--- config.mk ---
export PLATFORM = sky130hd
export DESIGN_NAME = mem_port_arbiter
export DESIGN_NICKNAME = d
export VERILOG_FILES = /design/src/rtl/mem_port_arbiter.sv
export SDC_FILE = /design/constraint.sdc
export NUM_CORES = 1
export LEC_CHECK = 0
export CAP_MARGIN = 20
export CORE_MARGIN = 1.5
export CORE_UTILIZATION = 45
export DETAILED_ROUTE_END_ITERATION = 8
export GPL_ROUTABILITY_DRIVEN = 0
export PLACE_DENSITY = 0.95
export SKIP_CTS_REPAIR_TIMING = 1
export SYNTH_ARGS = -nofsm -noshare
export SYNTH_HDL_FRONTEND = slang
export SYNTH_SLANG_ARGS = --single-unit
--- constraint.sdc ---
create_clock -name clock -period 12.73 [get_ports clock]
set_clock_uncertainty 0.1 [all_clocks]
set_input_delay 1.273 -clock clock [delete_from_list [all_inputs] [get_ports clock]]
set_output_delay 1.273 -clock clock [all_outputs]
set_load 0.01 [all_outputs]
--- src/rtl/mem_port_arbiter.sv ---
// Two-port arbiter sharing one fixed-latency memory between fetch (I) and load/store (D).
// Define MEM_ARB_ROUND_ROBIN_EN for round-robin contention; otherwise D has fixed priority.
module mem_port_arbiter #(
    parameter int unsigned ADDR_W      = 32,
    parameter int unsigned DATA_W      = 32,
    parameter int unsigned WAIT_CYCLES = 2
) (
    input  logic              clock,
    input  logic              reset,
    input  logic              i_req,
    input  logic [ADDR_W-1:0] i_addr,
    output logic [DATA_W-1:0] i_rdata,
    output logic              i_ack,
    input  logic              d_req,
    input  logic              d_we,
    input  logic [ADDR_W-1:0] d_addr,
    input  logic [DATA_W-1:0] d_wdata,
    output logic [DATA_W-1:0] d_rdata,
    output logic              d_ack,
    output logic [ADDR_W-1:0] mem_addr,
    output logic [DATA_W-1:0] mem_wdata,
    output logic              mem_wr,
    input  logic [DATA_W-1:0] mem_rdata,
    output logic              busy,
    output logic              owner
);

    typedef enum logic [1:0] {StIdle, StIssue, StAccess, StDone} state_e;

    localparam logic [3:0] CntLoad = 4'(WAIT_CYCLES - 1);

    state_e            state_q, state_d;
    logic              owner_q, we_q, grant;
    logic [3:0]        cnt_q;
    logic [ADDR_W-1:0] addr_q;
    logic [DATA_W-1:0] wdata_q, i_rdata_q, d_rdata_q;

    // grant: 0 = I, 1 = D
    always_comb begin
        grant = owner_q;
        if (i_req && d_req) begin
`ifdef MEM_ARB_ROUND_ROBIN_EN
            grant = ~owner_q;
`else
            grant = 1'b1;
`endif
        end else if (i_req) begin
            grant = 1'b0;
        end else if (d_req) begin
            grant = 1'b1;
        end
    end

    always_ff @(posedge clock or posedge reset) begin
        if (reset) begin
            state_q <= StIdle;
        end else begin
            state_q <= state_d;
        end
    end

    always_comb begin
        state_d = state_q;
        unique case (state_q)
            StIdle:   if (i_req || d_req) state_d = StIssue;
            StIssue:  state_d = we_q ? StDone : StAccess;
            StAccess: if (cnt_q == 4'd0) state_d = StDone;
            StDone:   state_d = StIdle;
            default:  state_d = StIdle;
        endcase
    end

    always_comb begin
        mem_wr = 1'b0;
        busy   = 1'b1;
        i_ack  = 1'b0;
        d_ack  = 1'b0;
        unique case (state_q)
            StIdle:   busy = 1'b0;
            StIssue:  mem_wr = we_q;
            StAccess: ;
            StDone: begin
                i_ack = ~owner_q;
                d_ack = owner_q;
            end
            default:  busy = 1'b0;
        endcase
    end

    always_ff @(posedge clock or posedge reset) begin
        if (reset) begin
            owner_q   <= 1'b1;
            we_q      <= 1'b0;
            cnt_q     <= 4'd0;
            addr_q    <= '0;
            wdata_q   <= '0;
            i_rdata_q <= '0;
            d_rdata_q <= '0;
        end else begin
            unique case (state_q)
                StIdle: begin
                    if (i_req || d_req) begin
                        owner_q <= grant;
                        we_q    <= grant & d_we;
                        addr_q  <= grant ? d_addr : i_addr;
                        if (grant) wdata_q <= d_wdata;
                    end
                end
                StIssue: begin
                    if (!we_q) cnt_q <= CntLoad;
                end
                StAccess: begin
                    if (cnt_q == 4'd0) begin
                        if (owner_q) d_rdata_q <= mem_rdata;
                        else         i_rdata_q <= mem_rdata;
                    end else begin
                        cnt_q <= cnt_q - 4'd1;
                    end
                end
                StDone: ;
                default: ;
            endcase
        end
    end

    assign owner     = owner_q;
    assign mem_addr  = addr_q;
    assign mem_wdata = wdata_q;
    assign i_rdata   = i_rdata_q;
    assign d_rdata   = d_rdata_q;

endmodule

-- Yosys cells after proc, flatten, opt, wreduce, memory -nomap -nowiden
Cells that the tools add are included.
W data, S select, Z words.
- output and inout bits: 133
- register bits: 136
- $add $sub $neg: 1
- equality and inequality tests: 7
- reductions and logical operators: 11
- multiplexer cells: 15
- bitwise gates (word level): 2
- operator list (operator ; count):
    $mux W32 ; 1
    $reduce_and A3 Y1 ; 4
    $mux W1 ; 8
    $mux W4 ; 2
    $ne A2 B2 Y1 const B ; 4
    $pmux W2 S4 ; 1
    $pmux W4 S2 ; 1
    $eq A2 B2 Y1 const B ; 2
    $logic_not A4 Y1 ; 1
    $mux W2 ; 2
    $reduce_and A2 Y1 ; 2
    $sub A4 B1 Y4 const B ; 1
    $eq A2 B1 Y1 const B ; 1
    $logic_not A2 Y1 ; 1
    $reduce_bool A2 Y1 ; 1
    $and A1 B1 Y1 ; 1
    $logic_and A1 B1 Y1 ; 1
    $logic_or A1 B1 Y1 ; 1
    $not A1 Y1 ; 1

-- Longest topological paths before layout
Gate-level depths: netlist (run 1).
- depth in word-level cells: 4
- depth in mapped cells: 7

-- Worst setup path before layout (run 1)
Ideal clock, no wire load.
- path type: register to output
- start point: register state_q[1]
- end point: output port mem_wr
- arrival time: 0.898 ns
- path slack: 10.459 ns
- cell stages (with the launch flop): 5
- path through: dfrtp_1 inv_1 ha_1 nand2_1 inv_1
- longest elaborated chain between the ends: 2
- RTL lines (item ; line ; text):
    start: declaration ; 32 ; state_e state_q, state_d;
    start signal: assignment ; 56 ; state_q <= StIdle;
    start signal: assignment ; 58 ; state_q <= state_d;
    $eq A2 B1 Y1 ; 78 ; unique case (state_q)
    $mux W1 ; 78 ;
    end: declaration ; 22 ; output logic mem_wr,
No other way between the ends.

-- Worst setup path in the final report (run 1)
Ends and elaborated chain as after synthesis.

==> results of run 1 <==
cell usage after synthesis (2+ instances only):
| library cell | n |
|---|---|
| buf_2 | 4 |
| nor2_1 | 4 |
| buf_6 | 6 |
| o21ai_1 | 34 |
| mux2i_1 | 33 |
| ha_1 | 6 |
| a21oi_1 | 3 |
| buf_1 | 4 |
| mux2_1 | 68 |
| buf_4 | 3 |
| dfrtp_1 | 135 |
| inv_1 | 7 |
| nor3_1 | 2 |
| nand2_1 | 39 |
| clkbuf_1 | 3 |
| o21ai_0 | 2 |
| mux2_4 | 30 |
worst max-delay path, cell delays in order, from the launching register on:
cell and delay, ns:
dfrtp_1 0.42, inv_1 0.10, ha_1 0.23, nand2_1 0.11, inv_1 0.17, clkdlybuf4s50_1 0.59
power by group through the flow:
| stage | Sequential (mW) | Clock, mW | Combinational [mW] |
|---|---|---|---|
| final | 0.788 | 0.524 | 0.987 |
| after global routing | 0.813 | 0.555 | 1.06 |
| after CTS | 0.789 | 0.534 | 1.00 |
| after detailed placement | 0.791 | 0 | 0.995 |
| after global placement | 0.776 | 0 | 0.956 |
| after floorplan | 0.862 | 0 | 0.353 |
cell families (layout without fill, tap and decap cells):
| kind of cell | count (synthesis) | count (layout) |
|---|---|---|
| AND/OR/NAND/NOR | 56 | 56 |
| flip-flops | 136 | 136 |
| AO/OA/AOI/OAI | 46 | 46 |
| multiplexers | 132 | 132 |
| adder cells (fa/ha/maj) | 6 | 6 |
| buffers and inverters | 28 | 310 |
through the flow:
step | setup WS (ns) | instances
3_5_place_dp | 9.55 | 826
2_1_floorplan | 7.72 | 404
5_1_grt | 9.15 | 858
4_1_cts | 9.28 | 858
3_3_place_gp | 9.63 | 826
6_report | 9.31 | 858
routing by layer:
| metal | share of wire, % | global-route usage, % | up-vias |
|---|---|---|---|
| li1 | - | - | 1952 |
| met4 | 2.5 | 8.62 | 0 |
| met2 | 53 | 41.1 | 193 |
| met1 | 37 | 25.4 | 2073 |
| met5 | 0 | 0 | - |
| met3 | 7.5 | 7.90 | 31 |
layout by cell type, fill, tap and decap left out, types with 6 or more instances in the layout:
| cell type | count |
|---|---|
| mux2_1 | 68 |
| clkbuf_16 | 17 |
| mux2i_1 | 33 |
| mux2_4 | 30 |
| nand2_1 | 39 |
| inv_1 | 6 |
| ha_1 | 6 |
| clkdlybuf4s50_1 | 265 |
| dfrtp_1 | 135 |
| o21ai_1 | 33 |
final cells by class:
cell class              instances  area, sq um  share of cell area, %
multi-input cells             240         2170                   23.7
well taps                     172          215                   2.35
repair buffers                270         2690                   29.4
inverters                       8         35.0                  0.383
clock inverters                13          195                   2.13
clock buffers                  19          443                   4.84
flip-flops and latches        136         3400                   37.2
registers in the layout (all words and copies together), names as in the netlist:
signal and flops:
we_q 1, i_rdata 32, owner 1, state_q 2, mem_addr 32, cnt_q 4
d_rdata 32, mem_wdata 32
worst min path at each step:
stage,end,depth (start not counted)
final,mem_addr[23]$_DFFE_PP0P_,2
after detailed placement,i_rdata[1]$_DFFE_PP0P_,1
after global routing,i_rdata[1]$_DFFE_PP0P_,1
after floorplan,owner$_DFFE_PP1P_,2
after global placement,mem_addr[13]$_DFFE_PP0P_,2
after CTS,i_rdata[1]$_DFFE_PP0P_,1
==> metrics.txt, run 1 <==
Avg Cell Area, Syn 14.2 sq um; gr usage total 23.1%; fin util 73.1%; critical path startpoint state_q[1]$_DFFE_PP0P_; vias in the first global route 4,574; FILL cells 831; cts bufs inserted 17; Logic pwr share 42.9%; RSZ-0062 raised after global routing no; Compound-Gate Fraction of Synth Area 4.44%; final wirelength 15.0 mm; Reg2Reg Setup Slack 10.06 ns; DRC Markers 0; Post-DRT Antenna Nets 0; number of max-cap violations 0; clock sink total 136; core footprint 0.0125 sq mm; synthesized-area fraction occupied by adder cells 1.31%; initial antenna violation count 0; Iter 0 DRT Violations 252; setup TNS 0 ns; Worst EP arrival 2.04 ns; Vias 4,249; CTS tree done; Simple-Gate Fraction of Synth Area 4.66%; # rows 41; mux cell area share after synthesis 27.2%; fin nets 812; area fraction of the dominant cell type after synthesis 59.0%; FF-to-FF Start cnt_q[0]$_DFFE_PP0P_; main combinational cell family by area after synthesis multiplexers; Via density 4.95; top cell type by total area after synthesis dfrtp_1; Leak 4.04 nW; Post-Synth XOR/XNOR Area 0%; CP endpoint kind primary output; Flop pwr share 34.3%; P_int 1.58 mW; Hold WS 0.383 ns; # IOs 266; Startpoint Class flop; pin count of the biggest net entering global routing 81; Net Sw Power 721 uW; placed cell area 0.00852 sq mm; fmax 293 MHz; Clock power frac 22.8%; drt pass-1 iters 4; chip width 116 um; pwr dens 251 mW/mm^2; Clk pin slew, worst setup/hold paths 0.06 ns; cell area after synthesis 0.00572 sq mm; crit path time final 3.42 ns; grt total ovfl 0; Clock Latency Late Sink 0.41 ns; drt wl/cell 17.5 um; post-route cell area 0.00916 sq mm; Initial Utilization 45.7%; critical-path maximum fanout 6; total power 2.30 mW; dominant cells by area after synthesis dfrtp_1, mux2_1, mux2_4; antenna fix cells 0; final period utilization 26.8%; # port buffers 265; CP Data Required Time 11.36 ns; DP Wirelength 11.1 mm; CTS H-tree lvls 4; Worst Hold Class reg -> reg; switching part of the total 31.4%; area delta synth->final 59.9%; Max-slew headroom 35.3%; Hold Fails Final Rpt 0; first-pass GRT wire length 23.3 mm; asr flop ratio synth 100%; Syn. warnings 0; Post-synth top flop dfrtp_1; die area 0.0134 sq mm; #FFs+latches synth 136; CTS Buffer Depth 2; Worst setup endpoint mem_wr; hold path start mem_addr[23]$_DFFE_PP0P_; die height 116 um; share of cells above drive strength 1 10.9%; kind of critical path reg -> out; FF-to-FF End i_rdata[2]$_DFFE_PP0P_; status finished, final reports clean; clock root cell clkbuf_16; peak supply drop 0.000144 V; Slew @ Worst Pin 0.968 ns; EDFF count, synth 0; # setup viols final 0; Distinct cells, synth 38; cells after synthesis 404; cell count of the worst reg-to-reg path 6; Post-Syn Nets 543; Seq/Total Area, Yosys 59.5%; Final Max Tran Viols 0
Power figures use the tool's default switching activity.
==> inputs of run 2 (changes only) <==
--- a/config.mk
+++ b/config.mk
@@ -7,10 +7,10 @@
 export LEC_CHECK = 0
 export CAP_MARGIN = 20
 export CORE_MARGIN = 1.5
-export CORE_UTILIZATION = 45
+export CORE_UTILIZATION = 41
 export DETAILED_ROUTE_END_ITERATION = 8
 export GPL_ROUTABILITY_DRIVEN = 0
-export PLACE_DENSITY = 0.95
+export PLACE_DENSITY = 0.9
 export SKIP_CTS_REPAIR_TIMING = 1
 export SYNTH_ARGS = -nofsm -noshare
 export SYNTH_HDL_FRONTEND = slang
==> constraint.sdc (replaced) <==
create_clock -name clock -period 3.2 [get_ports clock]
set_clock_uncertainty 0.1 [all_clocks]
set_input_delay 0.32 -clock clock [delete_from_list [all_inputs] [get_ports clock]]
set_output_delay 0.32 -clock clock [all_outputs]
set_load 0.01 [all_outputs]
==> metrics.txt, run 2 (synthesis gave the netlist of run 1 again) <==
Vias 4,279; CP endpoint kind flop; Net Sw Power 2.80 mW; clock sink total 136; slowest stage cell, crit path nand3_2; post-route cell area 0.00916 sq mm; chip width 121 um; grt total ovfl 0; Final Max Tran Viols 0; die area 0.0147 sq mm; Critical Path Max Stage Delay 0.53 ns; Startpoint Class flop; DRC Markers 0; met2 GRT Util 36.4%; status finished, final reports clean; CTS Buffer Depth 2; Iter 0 DRT Violations 217; Clock power frac 21.9%; placed cell area 0.00855 sq mm; Initial Utilization 42.6%; # setup viols final 0; # rows 42; Reg2Reg Setup Slack 0.64 ns; Max-slew headroom 49.8%; Clk pin slew, worst setup/hold paths 0.05 ns; share of cells above drive strength 1 11.1%; final wirelength 14.7 mm; drt wl/cell 17.1 um; Post-DRT Antenna Nets 0; Hold Fails Final Rpt 0; area delta synth->final 60.0%; drt pass-1 iters 4; CTS tree done; P_int 6.22 mW; Leak 4.04 nW; fin nets 813; Slew @ Worst Pin 0.753 ns; number of max-cap violations 0; commonest non-fill, non-tap cell in the layout clkdlybuf4s50_1; kind of critical path reg -> reg; first-pass GRT wire length 23.3 mm; vias in the first global route 4,647; Placed Cells incl. Taps 831; FF-to-FF End d_rdata[19]$_DFFE_PP0P_; initial antenna violation count 0; antenna fix cells 0; critical-path maximum fanout 18; core footprint 0.0135 sq mm; Logic pwr share 43.5%; GRT met1 Usage 23.0%; # IOs 266; DP Wirelength 10.9 mm; critical path startpoint cnt_q[0]$_DFFE_PP0P_; DP Worst Slack 0.636 ns; cts bufs inserted 17; Worst EP arrival 2.75 ns; fmax 390 MHz; GR Layer Usage met3 7.24%; peak supply drop 0.000502 V; Flop pwr share 34.6%; RSZ-0062 raised after global routing no; worst-path cell chain inv_1 -> ha_1 -> nor3b_4 -> nand3_2 -> buf_12 -> mux2_1; Clock Latency Late Sink 0.41 ns; die height 121 um; pwr dens 984 mW/mm^2; # port buffers 265; clock root cell clkbuf_16; Via density 4.96; crit path time final 2.56 ns; CTS H-tree lvls 4; Most Crowded Layer GR met2; Non-Filler Instances 863; final period utilization 80.1%; FF-to-FF Start cnt_q[0]$_DFFE_PP0P_; Worst Hold Class in -> async; setup ws final 0.635 ns; switching part of the total 31.1%; cell count of the worst reg-to-reg path 6; CP Data Required Time 3.38 ns; fin util 68.1%; setup TNS 0 ns; pin count of the biggest net entering global routing 137; most frequent cells in the layout clkdlybuf4s50_1, dfrtp_1, mux2_1; gr usage total 20.7%
[run 2: worst max-delay path by stage]
stage / slack [ns] / end / cells past startpoint
4_1_cts: 0.64 / d_rdata[19]$_DFFE_PP0P_ / 6
6_report: 0.64 / d_rdata[19]$_DFFE_PP0P_ / 6
3_3_place_gp: 0.80 / d_rdata[20]$_DFFE_PP0P_ / 6
5_1_grt: 0.47 / d_rdata[19]$_DFFE_PP0P_ / 6
2_1_floorplan: 1.09 / cnt_q[0]$_DFFE_PP0P_ / 1
3_5_place_dp: 0.64 / d_rdata[19]$_DFFE_PP0P_ / 6
[run 2: routing by layer]
metal / up-vias / wire (um)
met4: 0 / 261
met2: 200 / 7600
met1: 2096 / 5580
met5: - / 0
met3: 24 / 1270
li1: 1959 / -
[run 2: power by group through the flow]
stage | Combinational [mW] | Clock [mW] | Sequential (mW)
floorplan | 1.40 | 0 | 3.43
global placement | 3.81 | 0 | 3.08
detailed placement | 3.95 | 0 | 3.14
CTS | 3.97 | 2.01 | 3.13
global route | 4.21 | 2.09 | 3.23
finish | 3.92 | 1.97 | 3.12
[run 2: layout make-up]
| cell class | count | area (sq um) |
|---|---|---|
| fill | 923 | 4290 |
| sequential | 136 | 3400 |
| timing repair buffer | 271 | 2720 |
| multi-input combinational | 240 | 2170 |
| clock buffer | 20 | 457 |
| tap | 176 | 220 |
| clock inverter | 12 | 150 |
| inverter | 8 | 33.8 |
[run 2: metrics by stage]
step	hold WS, ns	power, mW
2_1_floorplan	0.352	4.83
3_3_place_gp	0.367	6.89
3_5_place_dp	0.375	7.10
4_1_cts	0.381	9.12
5_1_grt	0.379	9.53
6_report	0.329	9.02
[run 2: worst max-delay path: cells and delay by family (launching register included)]
family / cells / cell delay, ns
DFF: 1 / 0.43
buffers and inverters: 2 / 0.52
adders and majority gates: 1 / 0.21
muxes: 1 / 0.32
and+or+nand+nor: 2 / 0.87
==> inputs of run 3 (changes only) <==
==> constraint.sdc (replaced) <==
create_clock -name clock -period 2.5 [get_ports clock]
set_clock_uncertainty 0.1 [all_clocks]
set_input_delay 0.25 -clock clock [delete_from_list [all_inputs] [get_ports clock]]
set_output_delay 0.25 -clock clock [all_outputs]
set_load 0.01 [all_outputs]
==> metrics.txt, run 3 (synthesis gave the netlist of run 1 again) <==
status finished, final reports clean; share of cells above drive strength 1 11.5%; fin nets 816; Iter 0 DRT Violations 212; peak supply drop 0.000813 V; Logic pwr share 43.1%; CTS Buffer Depth 2; drt pass-1 iters 4; core footprint 0.0135 sq mm; Final Max Tran Viols 0; critical-path maximum fanout 6; crit path time final 2.22 ns; Clock power frac 23.1%; Post-DRT Antenna Nets 0; critical path's most frequent cell inv_1; Worst EP arrival 1.87 ns; pin count of the biggest net entering global routing 67; Worst Hold Class in -> async; Hold Fails Final Rpt 0; post-route cell area 0.00926 sq mm; fmax 450 MHz; chip width 121 um; # IOs 266; Leak 4.10 nW; final period utilization 88.8%; pwr dens 1270 mW/mm^2; Startpoint Class flop; DP Wirelength 11.2 mm; antenna fix cells 0; initial antenna violation count 0; worst-path cell chain inv_1 -> ha_1 -> inv_1 -> clkdlybuf4s50_1; grt total ovfl 0; first-pass GRT wire length 23.7 mm; clock sink total 136; Slew @ Worst Pin 0.605 ns; slowest stage cell, crit path clkdlybuf4s50_1; vias in the first global route 4,548; Reg2Reg Setup Slack 0.32 ns; drt wl/cell 17.4 um; final wirelength 15.1 mm; # setup viols final 0; most frequent cells in the layout clkdlybuf4s50_1, dfrtp_1, mux2_1; cts bufs inserted 17; Clock Latency Late Sink 0.41 ns; CP Data Required Time 2.15 ns; setup TNS 0 ns; Initial Utilization 42.6%; CP top delay family buffers and inverters; placed cell area 0.00861 sq mm; die area 0.0147 sq mm; Net Sw Power 3.65 mW; Clk pin slew, worst setup/hold paths 0.06 ns; Max-slew headroom 59.7%; Crit path buffers/inverters 3; CTS tree done; CTS H-tree lvls 4; area delta synth->final 61.8%; commonest non-fill, non-tap cell in the layout clkdlybuf4s50_1; number of max-cap violations 0; clock root cell clkbuf_16; Via density 4.92; die height 121 um; switching part of the total 31.0%; DRC Markers 0; Critical Path Max Stage Delay 0.55 ns; # rows 42; Vias 4,257; # port buffers 265; kind of critical path reg -> out; gr usage total 21.3%; Flop pwr share 33.9%; RSZ-0062 raised after global routing no; CP endpoint kind primary output; P_int 8.15 mW
[run 3: changes by cell type in the layout (fill, tap and decap cells not counted), sizes merged, moves of 2 or more]
cell / before / now
buf: 6 / 9
clkinv: 6 / 4
bufinv: 3 / 5
clkbuf: 20 / 17
inv: 7 / 10
[run 3: metal layers]
metal  GRT usage, %  wire [um]
met1           24.4       5720
met2           36.9       7780
met3           7.80       1340
met4           7.28        231
met5              0          0
[run 3: metrics by stage]
step	util [%]	setup WS (ns)	total power, mW	std cells	hold WS [ns]
6_report	68.9	0.279	11.8	865	0.0773
3_3_place_gp	64.0	0.474	8.88	834	0.367
4_1_cts	68.8	0.102	11.9	865	0.0746
2_1_floorplan	-	0.458	6.19	404	0.282
3_5_place_dp	64.0	0.352	9.13	834	0.374
5_1_grt	68.9	0.156	12.5	865	0.0954
[run 3: final cells by class]
class	instances	area, sq um
multi-input combinational	240	2170
clock buffer	17	425
sequential	136	3400
inverter	8	33.8
clock inverter	14	223
fill	927	4190
tap	176	220
timing repair buffer	274	2790
[run 3: power groups by stage]
stage | sequential (mW) | combinational [mW] | clock, mW
after CTS | 4.00 | 5.16 | 2.79
after global placement | 3.93 | 4.95 | 0
final | 3.99 | 5.08 | 2.72
after floorplan | 4.39 | 1.80 | 0
after global routing | 4.13 | 5.46 | 2.89
after detailed placement | 4.01 | 5.12 | 0
[run 3: final timing paths]
| kind | startpoint | endpoint | cells past startpoint |
|---|---|---|---|
| min | reset | mem_wdata[18]$_DFFE_PP0P_ | 2 |
| max | state_q[0]$_DFFE_PP0P_ | busy | 4 |
| max in group asynchronous | reset | owner$_DFFE_PP1P_ | 3 |
| max reg2reg | cnt_q[0]$_DFFE_PP0P_ | state_q[1]$_DFFE_PP0P_ | 6 |
| min reg2reg | mem_addr[14]$_DFFE_PP0P_ | mem_addr[14]$_DFFE_PP0P_ | 2 |
| min in group clock | d_wdata[23] | mem_wdata[23]$_DFFE_PP0P_ | 2 |
[run 3: worst reg2reg max path, cell delays in order, from the launching register on]
cell and delay (ns):
dfrtp_1 0.42, inv_1 0.13, ha_1 0.20, nor3b_4 0.35, nand2b_1 0.28, o31a_1 0.25
mux2_1 0.34
